**src/rtl/elevator_scan_ctrl_if.sv**
```systemverilog
// Button inputs and status outputs of the elevator controller core.
// The panel side (master) drives the buttons and observes the status.
// The controller side (slave) samples the buttons and drives the status.
interface elevator_scan_ctrl_if #(
  parameter int unsigned FLOORS     = 8,
  parameter int unsigned DOOR_TICKS = 5
);
  localparam int unsigned CNT_W = $clog2(DOOR_TICKS + 1);

  // Buttons
  logic [FLOORS-1:0] btup;
  logic [FLOORS-1:0] btdn;
  logic [FLOORS-1:0] in_bt_floor;
  logic              bt_door_open;
  logic              bt_door_close;

  // Status towards display decoders and LEDs
  logic [FLOORS-1:0] floor;
  logic [1:0]        state;
  logic              led_state_up;
  logic              led_state_dn;
  logic              door_open;
  logic [CNT_W-1:0]  cnt;
  logic [FLOORS-1:0] pend_up;
  logic [FLOORS-1:0] pend_dn;
  logic [FLOORS-1:0] pend_car;

  modport master (
    output btup, btdn, in_bt_floor, bt_door_open, bt_door_close,
    input  floor, state, led_state_up, led_state_dn, door_open, cnt,
    input  pend_up, pend_dn, pend_car
  );

  modport slave (
    input  btup, btdn, in_bt_floor, bt_door_open, bt_door_close,
    output floor, state, led_state_up, led_state_dn, door_open, cnt,
    output pend_up, pend_dn, pend_car
  );
endinterface

```
**src/rtl/elevator_scan_ctrl.sv**
```systemverilog
// Parametrised SCAN elevator controller core.
// Latches hall and cabin calls every clock; all motion and door timing
// advances only on cycles where the external time-base enable tick is high.
module elevator_scan_ctrl #(
  parameter int unsigned FLOORS     = 8,
  parameter int unsigned DOOR_TICKS = 5,
  parameter int unsigned MOVE_TICKS = 2
) (
  input  logic                 clk,
  input  logic                 rst,
  input  logic                 tick,
  elevator_scan_ctrl_if.slave  bus
);

  localparam int unsigned CNT_W = $clog2(DOOR_TICKS + 1);
  localparam int unsigned MV_W  = (MOVE_TICKS > 1) ? $clog2(MOVE_TICKS) : 1;

  // Top floor has no up-call, bottom floor has no down-call.
  localparam logic [FLOORS-1:0] UpMask = {1'b0, {(FLOORS-1){1'b1}}};
  localparam logic [FLOORS-1:0] DnMask = {{(FLOORS-1){1'b1}}, 1'b0};

  typedef enum logic [1:0] {
    StIdle   = 2'b00,
    StMoveUp = 2'b01,
    StMoveDn = 2'b10,
    StDoor   = 2'b11
  } state_e;

  state_e            state_q, state_d;
  logic [FLOORS-1:0] floor_q, floor_d;
  logic              dir_up_q, dir_up_d;
  logic [CNT_W-1:0]  cnt_q, cnt_d;
  logic [MV_W-1:0]   mv_q, mv_d;
  logic [FLOORS-1:0] pend_up_q, pend_up_d;
  logic [FLOORS-1:0] pend_dn_q, pend_dn_d;
  logic [FLOORS-1:0] pend_car_q, pend_car_d;
  logic              reopen_q, reopen_d;
  logic              led_up_q, led_up_d;
  logic              led_dn_q, led_dn_d;
  logic              door_open_q, door_open_d;

  logic [FLOORS-1:0] req_up, req_dn, req_car;
  logic [FLOORS-1:0] pend_all;
  logic [FLOORS-1:0] fl_sh, above_mask, below_mask;
  logic              any_above, any_below, any_here;
  logic              here_press;
  logic [FLOORS-1:0] floor_nx, nx_sh, nx_above, nx_below, beyond;
  logic [FLOORS-1:0] hall_fwd, hall_rev;
  logic              stop_nx;
  logic              door_exit;
  logic              open_req;
  logic [FLOORS-1:0] clr_mask;

  assign req_up  = bus.btup & UpMask;
  assign req_dn  = bus.btdn & DnMask;
  assign req_car = bus.in_bt_floor;

  assign pend_all = pend_up_q | pend_dn_q | pend_car_q;

  // One-hot floor f: (f << 1) - 1 covers f and everything below it.
  assign fl_sh      = floor_q << 1;
  assign above_mask = ~(fl_sh - FLOORS'(1));
  assign below_mask = floor_q - FLOORS'(1);

  assign any_above = |(pend_all & above_mask);
  assign any_below = |(pend_all & below_mask);
  assign any_here  = |(pend_all & floor_q);

  // A press for the floor the door is open at restarts the dwell instead of latching.
  assign here_press = |((req_up | req_dn | req_car) & floor_q);

  // Candidate floor after one step in the current travel direction, saturating at the ends.
  always_comb begin
    floor_nx = floor_q;
    if (state_q == StMoveUp) begin
      if (!floor_q[FLOORS-1]) floor_nx = floor_q << 1;
    end else if (state_q == StMoveDn) begin
      if (!floor_q[0]) floor_nx = floor_q >> 1;
    end
  end

  assign nx_sh    = floor_nx << 1;
  assign nx_above = ~(nx_sh - FLOORS'(1));
  assign nx_below = floor_nx - FLOORS'(1);

  // Arrival decision on the candidate floor: cabin call, same-direction hall call,
  // or opposite hall call when nothing remains further along.
  always_comb begin
    hall_fwd = pend_up_q;
    hall_rev = pend_dn_q;
    beyond   = nx_above;
    if (state_q == StMoveDn) begin
      hall_fwd = pend_dn_q;
      hall_rev = pend_up_q;
      beyond   = nx_below;
    end
    stop_nx = (|(pend_car_q & floor_nx)) ||
              (|(hall_fwd & floor_nx)) ||
              ((|(hall_rev & floor_nx)) && !(|(pend_all & beyond)));
  end

  // SCAN state machine: next state, floor, direction and counters.
  always_comb begin
    state_d   = state_q;
    floor_d   = floor_q;
    dir_up_d  = dir_up_q;
    cnt_d     = cnt_q;
    mv_d      = mv_q;
    door_exit = 1'b0;
    open_req  = bus.bt_door_open || reopen_q || here_press;

    if (tick) begin
      unique case (state_q)
        StIdle: begin
          if (any_here || bus.bt_door_open) begin
            state_d = StDoor;
            cnt_d   = '0;
          end else if (any_above) begin
            state_d  = StMoveUp;
            dir_up_d = 1'b1;
            mv_d     = '0;
          end else if (any_below) begin
            state_d  = StMoveDn;
            dir_up_d = 1'b0;
            mv_d     = '0;
          end
        end

        StMoveUp, StMoveDn: begin
          if (mv_q == MV_W'(MOVE_TICKS - 1)) begin
            mv_d    = '0;
            floor_d = floor_nx;
            if (stop_nx) begin
              state_d = StDoor;
              cnt_d   = '0;
            end
          end else begin
            mv_d = mv_q + 1'b1;
          end
        end

        StDoor: begin
          // Close beats open; open beats the dwell timeout.
          if (bus.bt_door_close) begin
            door_exit = 1'b1;
          end else if (open_req) begin
            cnt_d = '0;
          end else if (cnt_q == CNT_W'(DOOR_TICKS - 1)) begin
            door_exit = 1'b1;
          end else begin
            cnt_d = cnt_q + 1'b1;
          end
        end

        default: state_d = StIdle;
      endcase

      if (door_exit) begin
        cnt_d = '0;
        mv_d  = '0;
        if (dir_up_q ? any_above : any_below) begin
          state_d = dir_up_q ? StMoveUp : StMoveDn;
        end else if (dir_up_q ? any_below : any_above) begin
          state_d  = dir_up_q ? StMoveDn : StMoveUp;
          dir_up_d = !dir_up_q;
        end else begin
          state_d = StIdle;
        end
      end
    end
  end

  // Request latching every clock; the floor the door is open at is always cleared.
  always_comb begin
    clr_mask   = (state_d == StDoor) ? floor_d : '0;
    pend_up_d  = (pend_up_q | req_up) & ~clr_mask;
    pend_dn_d  = (pend_dn_q | req_dn) & ~clr_mask;
    pend_car_d = (pend_car_q | req_car) & ~clr_mask;

    // Remember an at-floor press until the next tick consumes it.
    if (tick) reopen_d = 1'b0;
    else      reopen_d = reopen_q || (here_press && (state_q == StDoor));

    led_up_d    = (state_d == StMoveUp);
    led_dn_d    = (state_d == StMoveDn);
    door_open_d = (state_d == StDoor);
  end

  // State and output registers with synchronous reset.
  always_ff @(posedge clk) begin
    if (rst) begin
      state_q     <= StIdle;
      floor_q     <= FLOORS'(1);
      dir_up_q    <= 1'b1;
      cnt_q       <= '0;
      mv_q        <= '0;
      pend_up_q   <= '0;
      pend_dn_q   <= '0;
      pend_car_q  <= '0;
      reopen_q    <= 1'b0;
      led_up_q    <= 1'b0;
      led_dn_q    <= 1'b0;
      door_open_q <= 1'b0;
    end else begin
      state_q     <= state_d;
      floor_q     <= floor_d;
      dir_up_q    <= dir_up_d;
      cnt_q       <= cnt_d;
      mv_q        <= mv_d;
      pend_up_q   <= pend_up_d;
      pend_dn_q   <= pend_dn_d;
      pend_car_q  <= pend_car_d;
      reopen_q    <= reopen_d;
      led_up_q    <= led_up_d;
      led_dn_q    <= led_dn_d;
      door_open_q <= door_open_d;
    end
  end

  assign bus.floor        = floor_q;
  assign bus.state        = state_q;
  assign bus.led_state_up = led_up_q;
  assign bus.led_state_dn = led_dn_q;
  assign bus.door_open    = door_open_q;
  assign bus.cnt          = cnt_q;
  assign bus.pend_up      = pend_up_q;
  assign bus.pend_dn      = pend_dn_q;
  assign bus.pend_car     = pend_car_q;

endmodule

```
**src/flat_wrapper.sv**
```systemverilog
// flat-port wrapper written by rule: the top's interface ports become plain ports
module elevator_scan_ctrl_flat 
#(
  parameter int unsigned FLOORS     = 8,
  parameter int unsigned DOOR_TICKS = 5,
  parameter int unsigned MOVE_TICKS = 2
)
  (clk, rst, tick, bus_btup, bus_btdn, bus_in_bt_floor, bus_bt_door_open, bus_bt_door_close, bus_floor, bus_state, bus_led_state_up, bus_led_state_dn, bus_door_open, bus_cnt, bus_pend_up, bus_pend_dn, bus_pend_car);
  elevator_scan_ctrl_if #(.FLOORS(FLOORS), .DOOR_TICKS(DOOR_TICKS)) bus_i ();
  input  logic clk;
  input  logic rst;
  input  logic tick;
  input wire logic [$bits(bus_i.btup)-1:0] bus_btup;
  input wire logic [$bits(bus_i.btdn)-1:0] bus_btdn;
  input wire logic [$bits(bus_i.in_bt_floor)-1:0] bus_in_bt_floor;
  input wire logic [$bits(bus_i.bt_door_open)-1:0] bus_bt_door_open;
  input wire logic [$bits(bus_i.bt_door_close)-1:0] bus_bt_door_close;
  output wire logic [$bits(bus_i.floor)-1:0] bus_floor;
  output wire logic [$bits(bus_i.state)-1:0] bus_state;
  output wire logic [$bits(bus_i.led_state_up)-1:0] bus_led_state_up;
  output wire logic [$bits(bus_i.led_state_dn)-1:0] bus_led_state_dn;
  output wire logic [$bits(bus_i.door_open)-1:0] bus_door_open;
  output wire logic [$bits(bus_i.cnt)-1:0] bus_cnt;
  output wire logic [$bits(bus_i.pend_up)-1:0] bus_pend_up;
  output wire logic [$bits(bus_i.pend_dn)-1:0] bus_pend_dn;
  output wire logic [$bits(bus_i.pend_car)-1:0] bus_pend_car;
  assign bus_i.btup = bus_btup;
  assign bus_i.btdn = bus_btdn;
  assign bus_i.in_bt_floor = bus_in_bt_floor;
  assign bus_i.bt_door_open = bus_bt_door_open;
  assign bus_i.bt_door_close = bus_bt_door_close;
  assign bus_floor = bus_i.floor;
  assign bus_state = bus_i.state;
  assign bus_led_state_up = bus_i.led_state_up;
  assign bus_led_state_dn = bus_i.led_state_dn;
  assign bus_door_open = bus_i.door_open;
  assign bus_cnt = bus_i.cnt;
  assign bus_pend_up = bus_i.pend_up;
  assign bus_pend_dn = bus_i.pend_dn;
  assign bus_pend_car = bus_i.pend_car;
  elevator_scan_ctrl #(.FLOORS(FLOORS), .DOOR_TICKS(DOOR_TICKS), .MOVE_TICKS(MOVE_TICKS)) u_core (.clk(clk), .rst(rst), .tick(tick), .bus(bus_i));
endmodule
```
**config.mk**
```make
export PLATFORM = sky130hd
export DESIGN_NAME = elevator_scan_ctrl_flat
export DESIGN_NICKNAME = d
export VERILOG_FILES = /design/src/rtl/elevator_scan_ctrl_if.sv /design/src/rtl/elevator_scan_ctrl.sv /design/src/flat_wrapper.sv
export SDC_FILE = /design/constraint.sdc
export NUM_CORES = 1
export LEC_CHECK = 0
export CORE_UTILIZATION = 52
export CTS_CLUSTER_SIZE = 8
export DETAILED_ROUTE_END_ITERATION = 8
export HOLD_SLACK_MARGIN = 0.1
export PLACE_DENSITY_LB_ADDON = 0.08
export SYNTH_ARGS = -nofsm -noshare
export SYNTH_HDL_FRONTEND = slang
export SYNTH_SLANG_ARGS = --single-unit
```
**constraint.sdc**
```tcl
create_clock -name clk -period 4.2 [get_ports clk]
set_clock_uncertainty 0.1 [all_clocks]
set_input_delay 0.63 -clock clk [delete_from_list [all_inputs] [get_ports clk]]
set_output_delay 0.63 -clock clk [all_outputs]
set_load 0.02 [all_outputs]
```
==> results of run 1 <==
## timing repair
action	in CTS	in global routing
buffers inserted	0	0
gates resized for setup	0	7
endpoints found under the setup margin	0	26
## layout make-up
class / instances / area (µm²) / area share, %
Tap cell: 77 / 96.3 / 2.24
Inverter: 15 / 56.3 / 1.31
Clock buffer: 5 / 68.8 / 1.60
Sequential cell: 43 / 861 / 20.0
Timing Repair Buffer: 84 / 808 / 18.8
Clock inverter: 3 / 43.8 / 1.02
Multi-Input combinational cell: 336 / 2370 / 55.1
## stage by stage
stage / total power [mW] / cells / hold WS [ns] / setup slack, ns
global route: 1.39 / 563 / 0.454 / 0.0143
global placement: 0.975 / 555 / 0.383 / 0.212
CTS: 1.31 / 563 / 0.408 / 0.0802
finish: 1.32 / 563 / 0.411 / 0.261
floorplan: 0.814 / 417 / 0.370 / 0.164
detailed placement: 0.981 / 555 / 0.388 / 0.120
## cells in the mapped netlist (all sizes together), types with 3 or more instances
cell type / n / area (µm²)
o221ai: 3 / 26.3
or2: 4 / 25.0
nand2b: 10 / 62.6
mux2i: 14 / 153
nor3: 17 / 90.1
o211ai: 5 / 37.5
a22oi: 3 / 22.5
nor2b: 16 / 100
o31ai: 13 / 103
or3: 10 / 62.6
o22ai: 6 / 43.8
a211oi: 30 / 240
nor4: 11 / 105
nor3b: 7 / 63.8
and2: 3 / 18.8
mux2: 6 / 67.6
a221oi: 3 / 26.3
nor2: 37 / 146
ha: 11 / 138
xnor2: 5 / 43.8
a21oi: 16 / 80.1
or4: 3 / 22.5
inv: 15 / 56.3
nand2: 31 / 119
o21ai: 27 / 135
nand3: 9 / 50.1
buf: 14 / 95.1
clkbuf: 9 / 33.8
dfxtp: 43 / 861
a31oi: 3 / 33.8
## state kept, by name, indices dropped and copies added, names as in the netlist
register,flops
u_core.bus.floor,8
u_core.bus.pend_car,8
u_core.bus.pend_dn,8
u_core.bus.pend_up,8
u_core.bus.cnt,3
u_core.bus.state,2
u_core.bus.door_open,1
u_core.bus.led_state_dn,1
u_core.bus.led_state_up,1
u_core.dir_up_q,1
u_core.mv_q,1
u_core.reopen_q,1
## layout by cell type, fill, tap and decap left out, types with 3 or more instances in the layout
cell | synthesis | layout
nor4_1 | 8 | 7
xnor2_1 | 5 | 5
a211oi_1 | 27 | 27
a221oi_1 | 3 | 3
a211oi_2 | 3 | 3
nand3_1 | 8 | 8
and2_1 | 3 | 3
mux2i_1 | 13 | 13
nor3_1 | 16 | 15
o21ai_0 | 26 | 26
buf_4 | 0 | 17
or3_1 | 10 | 10
o221ai_1 | 3 | 3
nand2b_1 | 10 | 9
o211ai_1 | 5 | 5
dfxtp_1 | 43 | 43
nor2_1 | 36 | 36
clkbuf_8 | 0 | 5
or2_2 | 3 | 3
mux2_2 | 6 | 6
inv_1 | 15 | 15
a22oi_1 | 3 | 3
nor3b_1 | 6 | 6
nor2b_1 | 16 | 16
nand2_1 | 30 | 30
ha_1 | 11 | 9
clkdlybuf4s50_1 | 0 | 66
or4_1 | 3 | 3
o22ai_1 | 5 | 5
o31ai_1 | 12 | 12
a21oi_1 | 16 | 16
## power by group through the flow
stage          clock (mW)  combinational (mW)  sequential (mW)
6_report            0.330               0.530            0.463
5_1_grt             0.349               0.574            0.467
4_1_cts             0.332               0.512            0.462
3_5_place_dp            0               0.509            0.472
3_3_place_gp            0               0.504            0.471
2_1_floorplan           0               0.318            0.496
## kinds of logic after synthesis
group | synth area share (%)
AOI/OAI and AO/OA | 28.3
buffers and inverters | 5.48
muxes | 6.51
DFF | 25.5
adders and majority gates | 4.07
and+or+nand+nor | 28.6
xor gates and xnor gates | 1.55
## worst paths after layout
kind	startpoint	to	slack [ns]	cells after the start
worst max-delay path	u_core.bus.state[1]$_SDFF_PP0_	u_core.bus.pend_dn[3]$_SDFF_PP0_	0.26	15
worst min register to register	u_core.reopen_q$_SDFF_PP0_	u_core.reopen_q$_SDFF_PP0_	0.41	2
worst max register to register	u_core.bus.state[1]$_SDFF_PP0_	u_core.bus.pend_dn[3]$_SDFF_PP0_	0.26	15
worst min-delay path	u_core.reopen_q$_SDFF_PP0_	u_core.reopen_q$_SDFF_PP0_	0.41	2
## metal layers
metal  up-vias  global-route usage, %  part of all wire, %
li1       1717                      -                    -
met1      1701                   38.6                   45
met2       128                   48.6                   47
met3        32                   5.49                  5.7
met4         0                   14.0                  3.2
met5         -                      0                    0
## critical path, delay by kind of cell, from the launching register on
family          cells  cell delay [ns]
fa+ha+maj           2             0.46
simple gates        5             1.14
flops               1             0.38
mux                 1             0.09
compound gates      5             1.28
buf+inv             2             0.32
==> summary.md, run 1 <==
| Metric | Value |
|---|---|
| H-tree Lvls | `2` |
| Clk pwr share | `24.9%` |
| Slew margin rel. | `55.5%` |
| Leak | `1.60 nW` |
| Initial antenna violation count | `0` |
| Post-synthesis async set-or-reset flop share | `0%` |
| Final ANT Viol Nets | `0` |
| Layout Utilization | `68.2%` |
| Pint | `0.845 mW` |
| # diodes | `0` |
| Setup-failing EPs final | `0` |
| Worst path max stage delay | `0.45 ns` |
| Layout fillers | `531` |
| Reg clk slew, reported paths | `0.09 ns` |
| Combinational share of power | `40.1%` |
| Drt via density | `6.36` |
| Count of input and output buffers | `66` |
| Sequential power share | `35.0%` |
| Sink Count | `43` |
| Syn Nets | `457` |
| Longest Clk Path Bufs | `2` |
| Minimum clock period | `3.94 ns` |
| Critical Path AT | `4.00 ns` |
| Post-route DRC | `0` |
| Share of layout cells above drive strength 1 | `12.6%` |
| Seq/Total Area, Yosys | `25.5%` |
| Required time worst endpoint | `4.26 ns` |
| HP Class | `register to register` |
| FP Rows | `29` |
| # IOs | `69` |
| Gp weighted congestion | `1.00` |
| Post-synthesis cell count | `417` |
| Worst slew pin tran | `0.667 ns` |
| WL/cell | `17.9 µm` |
| Initial core utilization | `53.5%` |
| Critical path type | `register to register` |
| Cell Area, Synth | `0.00338 mm²` |
| Global-route wire length before repair | `15,400 µm` |
| CTS Buf Count | `5` |
| Die X-Extent | `82.6 µm` |
| Avg Cell Area, Syn | `8.11 µm²` |
| Net switching power | `0.479 mW` |
| Synth warn | `0` |
| Setup TNS | `0 ns` |
| Area growth, synth to finish | `27.3%` |
| Post-synth EDFFs | `0` |
| Maximum number of pins on one net before global-route repair | `29` |
| Number of global-route vias before repair | `3,113` |
| Sequence of cells on the critical path | `inv_1 > ha_2 > nand2b_2 > a32oi_2 > and2_1 > ha_1 > nand3_1 > o22ai_2 > mux2i_1 > a2111o_1 > o31ai_4 > and4b_4 > nor4b_4 > buf_12 > a211oi_1` |
| Grt ovf | `0` |
| Final Max Slew Viols | `0` |
| Total core area | `0.00631 mm²` |
| DRT iter0 DRCs | `372` |
| Sw Ratio | `36.2%` |
| Cts hold-fix bufs | `0` |
| Crit. End Element | `register` |
| Drt total wl | `10,100 µm` |
| Die span in y | `82.6 µm` |
| Synth cell types | `70` |
| Via count | `3,578` |
| TritonCTS clock tree | `yes` |
| Nets@finish | `525` |
| Root Driver | `clkbuf_8` |
| Status | `completed` |
| Ys flop type | `dfxtp_1` |
| Detailed Place HPWL | `7800 µm` |
| Pre-antenna DRT Iters | `7` |
| Worst-Skew Late Latency | `0.30 ns` |
| Flops & latches, synth | `43` |
| Crit path max fanout | `24` |
| Fin crit share | `93.8%` |
| Worst vdd ir | `0.000265 V` |
| Placed cell areas | `0.00416 mm²` |
| Crit-path slowest cell | `a2111o_1` |
| Maxcap violations | `0` |
| GRT Resource Usage Total | `30.1%` |
| Hold Violations, Final | `0` |
| Die Area | `0.00683 mm²` |
| Startpoint Class | `register` |
| Post-route cell area | `0.00430 mm²` |
| RSZ-0062 raised after global routing | `no` |
| Pwr dens | `307 mW/mm²` |
| Fmax | `0.254 GHz` |
Power figures use the tool's default switching activity.
==> run 2: changes to the inputs <==
--- a/constraint.sdc
+++ b/constraint.sdc
@@ -4,2 +4,2 @@
 set_output_delay 0.63 -clock clk [all_outputs]
-set_load 0.02 [all_outputs]
+set_load 0.1 [all_outputs]
==> run 2 against run 1 <==
Clock-buffer cell count rose by 1. Die area did not move. Sequential share of layout area rose by 0.48 points. First-iteration DRC count fell by 39%. Core utilization fell by 0.81 points. Hold slack got worse by 0.0010 ns. Largest power group unchanged.
==> summary.md, run 2 (same netlist as run 1, synthesis figures left out) <==
| Metric | Value |
|---|---|
| Worst path max stage delay | `0.44 ns` |
| CTS Buf Count | `5` |
| Startpoint Class | `register` |
| Crit. End Element | `register` |
| FP Rows | `29` |
| Worst-Skew Late Latency | `0.31 ns` |
| WP buf/inv | `2` |
| Reg clk slew, reported paths | `0.08 ns` |
| Longest Clk Path Bufs | `2` |
| Setup-failing EPs final | `0` |
| Hold Violations, Final | `0` |
| Worst vdd ir | `0.000260 V` |
| HP Class | `register to register` |
| Slew margin rel. | `34.4%` |
| Setup TNS | `0 ns` |
| Layout fillers | `550` |
| Initial core utilization | `53.5%` |
| Initial antenna violation count | `0` |
| Pre-CTS setup slack | `0.174 ns` |
| Pwr dens | `332 mW/mm²` |
| Fmax | `0.252 GHz` |
| Via count | `3,560` |
| WL/cell | `18.7 µm` |
| Cts hold-fix bufs | `0` |
| Die Area | `0.00683 mm²` |
| Post-route worst setup slack | `0.239 ns` |
| Total setup buffers inserted after CTS | `0` |
| DRT iter0 DRCs | `226` |
| Commonest non-fill, non-tap cell in the layout | `clkdlybuf4s50_1` |
| Grt ovf | `0` |
| Minimum clock period | `3.96 ns` |
| Required time worst endpoint | `4.27 ns` |
| Critical path's top delay family | `compound AO/OA/AOI/OAI gates` |
| Sequence of cells on the critical path | `inv_1 > ha_2 > nand2b_1 > a32oi_1 > and2_1 > ha_1 > nand3_1 > o22ai_2 > mux2i_1 > a2111o_1 > o31ai_2 > and4b_4 > nor4b_4 > buf_12 > a211oi_1` |
| Status | `completed` |
| Total core area | `0.00631 mm²` |
| Critical path type | `register to register` |
| Most frequent cells in the layout | `66 x clkdlybuf4s50_1, 39 x dfxtp_1, 36 x nor2_1` |
| Share of layout cells above drive strength 1 | `12.2%` |
| Fin crit share | `94.3%` |
| Worst slew pin tran | `0.981 ns` |
| TritonCTS clock tree | `yes` |
| GRT Resource Usage Total | `30.7%` |
| Gp weighted congestion | `0.955` |
| Drt total wl | `10,500 µm` |
| Leak | `1.57 nW` |
| Drt via density | `6.33` |
| Crit-path slowest cell | `a2111o_1` |
| Final ANT Viol Nets | `0` |
| Root Driver | `clkbuf_8` |
| Number of global-route vias before repair | `3,020` |
| Maxcap violations | `0` |
| Global-route wire length before repair | `15,500 µm` |
| Count of input and output buffers | `66` |
| Pre-antenna DRT Iters | `5` |
| Post-route DRC | `0` |
| Final Max Slew Viols | `0` |
| Die span in y | `82.6 µm` |
| # resized after CTS | `0` |
| Nets@finish | `524` |
| Crit path max fanout | `24` |
| H-tree Lvls | `2` |
| RSZ-0062 raised after global routing | `no` |
| Detailed Place HPWL | `8000 µm` |
| Die X-Extent | `82.6 µm` |
| # diodes | `0` |
| Maximum number of pins on one net before global-route repair | `42` |
| # IOs | `69` |
| Sink Count | `43` |
| Area growth, synth to finish | `25.8%` |
| Critical Path AT | `4.03 ns` |
## run 2: worst min-delay path: cells and delay by family, from the launching register on
kind             cells  cell delay [ns]
AND/OR/NAND/NOR      2             0.16
flip-flops           1             0.31
## run 2: power by group
part,total [mW],leakage (nW),switching [mW],internal [mW]
Clock,0.275,0.0412,0.158,0.117
Sequential,0.468,0.356,0.0342,0.434
Combinational,0.668,1.17,0.436,0.232
Total,1.41,1.57,0.628,0.782
## run 2: layout make-up
class	instances	area, µm²	share of cell area, %
Clock inverter	2	12.5	0.294
Clock buffer	6	72.6	1.71
Inverter	15	56.3	1.32
Tap cell	77	96.3	2.27
Sequential cell	43	871	20.5
Multi-Input combinational cell	336	2340	55.1
Timing Repair Buffer	83	801	18.8
## run 2: through the flow
| stage | total power [mW] | util [%] | area, µm² | std cells | hold slack [ns] |
|---|---|---|---|---|---|
| 6_report | 1.41 | 67.4 | 4250 | 562 | 0.410 |
| 4_1_cts | 1.40 | 67.2 | 4240 | 562 | 0.408 |
| 2_1_floorplan | 0.956 | - | 3390 | 417 | 0.370 |
| 3_3_place_gp | 1.13 | 65.9 | 4160 | 554 | 0.381 |
| 5_1_grt | 1.47 | 67.4 | 4250 | 562 | 0.436 |
| 3_5_place_dp | 1.13 | 65.9 | 4160 | 554 | 0.389 |
## run 2: worst paths after layout
kind | cells past startpoint | start | slack (ns) | endpoint
worst min register to register | 2 | u_core.reopen_q$_SDFF_PP0_ | 0.41 | u_core.reopen_q$_SDFF_PP0_
worst max register to register | 15 | u_core.bus.state[1]$_SDFF_PP0_ | 0.24 | u_core.bus.pend_up[0]$_SDFF_PP0_
worst min-delay path | 2 | u_core.reopen_q$_SDFF_PP0_ | 0.41 | u_core.reopen_q$_SDFF_PP0_
worst max-delay path | 15 | u_core.bus.state[1]$_SDFF_PP0_ | 0.24 | u_core.bus.pend_up[0]$_SDFF_PP0_
## run 2: metal layers
layer,GRT usage (%),up-vias,routed length (µm)
li1,-,1722,-
met1,40.0,1699,4670
met2,53.6,128,5150
met3,4.18,11,554
met4,7.24,0,133
met5,0,-,0
==> run 3: changes to the inputs <==
CELL_PAD_IN_SITES_DETAIL_PLACEMENT = 1   (was default)
CELL_PAD_IN_SITES_GLOBAL_PLACEMENT = 2   (was default)
CORE_MARGIN = 2   (was default)
CORE_UTILIZATION = 27   (was 52)
clock period = 3.4 ns   (was 4.2 ns; I/O delays follow)
==> run 3 against run 2 <==
The run now ends with setup timing left. Global-route usage shrank 9.2 points. Sequential power grew 23%. Critical path depth grew 2. Non-clock buffer count grew 74. Hold slack lost 0.0011 ns. Register-to-register slack lost 0.54 ns. Power grew 53%.
==> summary.md, run 3 (same netlist as run 1, synthesis figures left out) <==
| Metric | Value |
|---|---|
| Origin of the worst min-delay path | `u_core.reopen_q$_SDFF_PP0_` |
| Final Max Slew Viols | `0` |
| Share of layout cells above drive strength 1 | `38.6%` |
| # diodes | `0` |
| Status | `finished, violations left` |
| Setup-failing EPs final | `31` |
| Maximum number of pins on one net before global-route repair | `26` |
| FF+latch area | `878 µm²` |
| Critical Path AT | `3.75 ns` |
| Sink Count | `43` |
| R2R Setup Slk | `-0.30 ns` |
| Failing checks | `setup timing` |
| Layout Utilization | `43.2%` |
| Hold Path Sink | `u_core.reopen_q$_SDFF_PP0_` |
| Gp weighted congestion | `0.883` |
| Hold path depth | `2` |
| Crit. End Element | `register` |
| Die Area | `0.0134 mm²` |
| Worst R2R Start | `u_core.bus.state[0]$_SDFF_PP0_` |
| Layout fillers | `1,444` |
| Clk pwr share | `22.8%` |
| Worst vdd ir | `0.000177 V` |
| WP buf/inv | `4` |
| Combinational share of power | `50.6%` |
| Hold Violations, Final | `0` |
| Commonest non-fill, non-tap cell in the layout | `buf_4` |
| Reg2reg end | `u_core.bus.pend_dn[4]$_SDFF_PP0_` |
| Grt ovf | `0` |
| Worst slew pin tran | `0.976 ns` |
| Final ANT Viol Nets | `0` |
| H-tree Lvls | `2` |
| Pint | `1.27 mW` |
| Worst-Skew Late Latency | `0.29 ns` |
| Reg clk slew, reported paths | `0.06 ns` |
| HP Class | `register to register` |
| Leak | `2.09 nW` |
| GRT Resource Usage Total | `21.5%` |
| Minimum clock period | `3.70 ns` |
| Finished Layout Cells | `727` |
| Nets@finish | `598` |
| Count of input and output buffers | `66` |
| Post-route DRC | `0` |
| Global-route wire length before repair | `22,300 µm` |
| Via count | `3,849` |
| Sw Ratio | `41.2%` |
| Longest Clk Path Bufs | `2` |
| Area growth, synth to finish | `54.9%` |
| RSZ-0062 raised after global routing | `yes` |
| Root Driver | `clkbuf_16` |
| Post-route worst setup slack | `-0.300 ns` |
| Maxcap violations | `0` |
| Total core area | `0.0121 mm²` |
| Die X-Extent | `116 µm` |
| Crit path max fanout | `6` |
| Cts hold-fix bufs | `0` |
| Drt total wl | `14,100 µm` |
| # IOs | `69` |
| Initial core utilization | `27.9%` |
| Pre-antenna DRT Iters | `5` |
| Required time worst endpoint | `3.45 ns` |
| FP Rows | `40` |
| R2r worst-path depth | `17` |
| Critical path's top delay family | `compound AO/OA/AOI/OAI gates` |
| DRT iter0 DRCs | `223` |
| Die span in y | `116 µm` |
| Worst path max stage delay | `0.42 ns` |
| Detailed Place HPWL | `11,100 µm` |
| Fmax | `0.270 GHz` |
| Pwr dens | `413 mW/mm²` |
| Placed insts | `708` |
| Sequence of cells on the critical path | `buf_6 > ha_4 > nor3b_4 > buf_4 > a32oi_2 > and2_4 > ha_4 > o211a_1 > o22ai_2 > mux2i_1 > a2111o_1 > o31ai_4 > and4b_4 > nor4b_4 > buf_6 > buf_8 > a211oi_1` |
| Most frequent cells in the layout | `118 x buf_4, 37 x dfxtp_1, 36 x nor2_1` |
| WL/cell | `19.4 µm` |
| Initial antenna violation count | `0` |
| Multi-input gate area | `0.00263 mm²` |
| Drt via density | `5.29` |
| Startpoint Class | `register` |
| Sequential power share | `26.6%` |
| CTS Buf Count | `5` |
| Crit-path slowest cell | `a2111o_1` |
| Number of global-route vias before repair | `4,005` |
| Critical path type | `register to register` |
| Slew margin rel. | `34.7%` |
| TritonCTS clock tree | `yes` |
| Net switching power | `0.891 mW` |
| Fin crit share | `109%` |
-- run 3: cell type report --
type / count / area share (%)
Clock inverter: 1 / 0.0956
Sequential cell: 43 / 16.8
Timing Repair Buffer: 157 / 25.1
Clock buffer: 7 / 2.72
Multi-Input combinational cell: 336 / 50.2
Inverter: 15 / 1.12
Tap cell: 168 / 4.01
-- run 3: what timing repair did --
item	in CTS	in global routing
pin swaps	22	5
setup buffers	5	4
gates cloned	2	0
endpoints found under the setup margin	32	32
gates resized for setup	46	15
-- run 3: per-stage QoR --
step / worst slack, ns / hold WS [ns] / cell area, µm² / setup TNS, ns / power, mW
floorplan: -0.444 / 0.370 / 3450 / -10.93 / 1.20
global placement: -0.400 / 0.387 / 4690 / -10.62 / 1.51
detailed placement: -0.499 / 0.400 / 4690 / -13.45 / 1.52
CTS: -0.342 / 0.410 / 5120 / -8.29 / 2.14
global route: -0.401 / 0.453 / 5240 / -10.13 / 2.27
finish: -0.300 / 0.409 / 5240 / -7.05 / 2.16
-- run 3: worst max path at each step --
stage | start | to | slack [ns] | depth (start not counted)
2_1_floorplan | u_core.bus.state[0]$_SDFF_PP0_ | u_core.bus.pend_car[2]$_SDFF_PP0_ | -0.44 | 17
5_1_grt | u_core.bus.state[0]$_SDFF_PP0_ | u_core.bus.pend_dn[4]$_SDFF_PP0_ | -0.40 | 17
3_3_place_gp | u_core.bus.state[0]$_SDFF_PP0_ | u_core.bus.pend_up[3]$_SDFF_PP0_ | -0.40 | 13
4_1_cts | u_core.bus.state[0]$_SDFF_PP0_ | u_core.bus.pend_dn[4]$_SDFF_PP0_ | -0.34 | 17
3_5_place_dp | u_core.bus.state[0]$_SDFF_PP0_ | u_core.bus.pend_car[3]$_SDFF_PP0_ | -0.50 | 13
6_report | u_core.bus.state[0]$_SDFF_PP0_ | u_core.bus.pend_dn[4]$_SDFF_PP0_ | -0.30 | 17
-- run 3: per-layer routing --
metal  routed length [µm]  global-route usage (%)
met2                 7100                    37.8
met5                    0                       0
met4                  180                    5.56
met1                 6400                    28.1
met3                  416                    2.56
-- run 3: worst register-to-register path, delay by kind of cell, from the launching register on --
family                   cells  cell delay [ns]
AO/OA/AOI/OAI                6             1.10
adder cells (fa/ha/maj)      2             0.36
buffers and inverters        4             0.60
flip-flops                   1             0.34
multiplexers                 1             0.11
AND/OR/NAND/NOR              4             0.94
-- run 3: power by group through the flow --
stage / Combinational, mW / Clock [mW] / Sequential, mW
6_report: 1.09 / 0.492 / 0.576
5_1_grt: 1.16 / 0.527 / 0.581
4_1_cts: 1.06 / 0.506 / 0.576
3_5_place_dp: 0.939 / 0 / 0.585
3_3_place_gp: 0.929 / 0 / 0.585
2_1_floorplan: 0.415 / 0 / 0.787
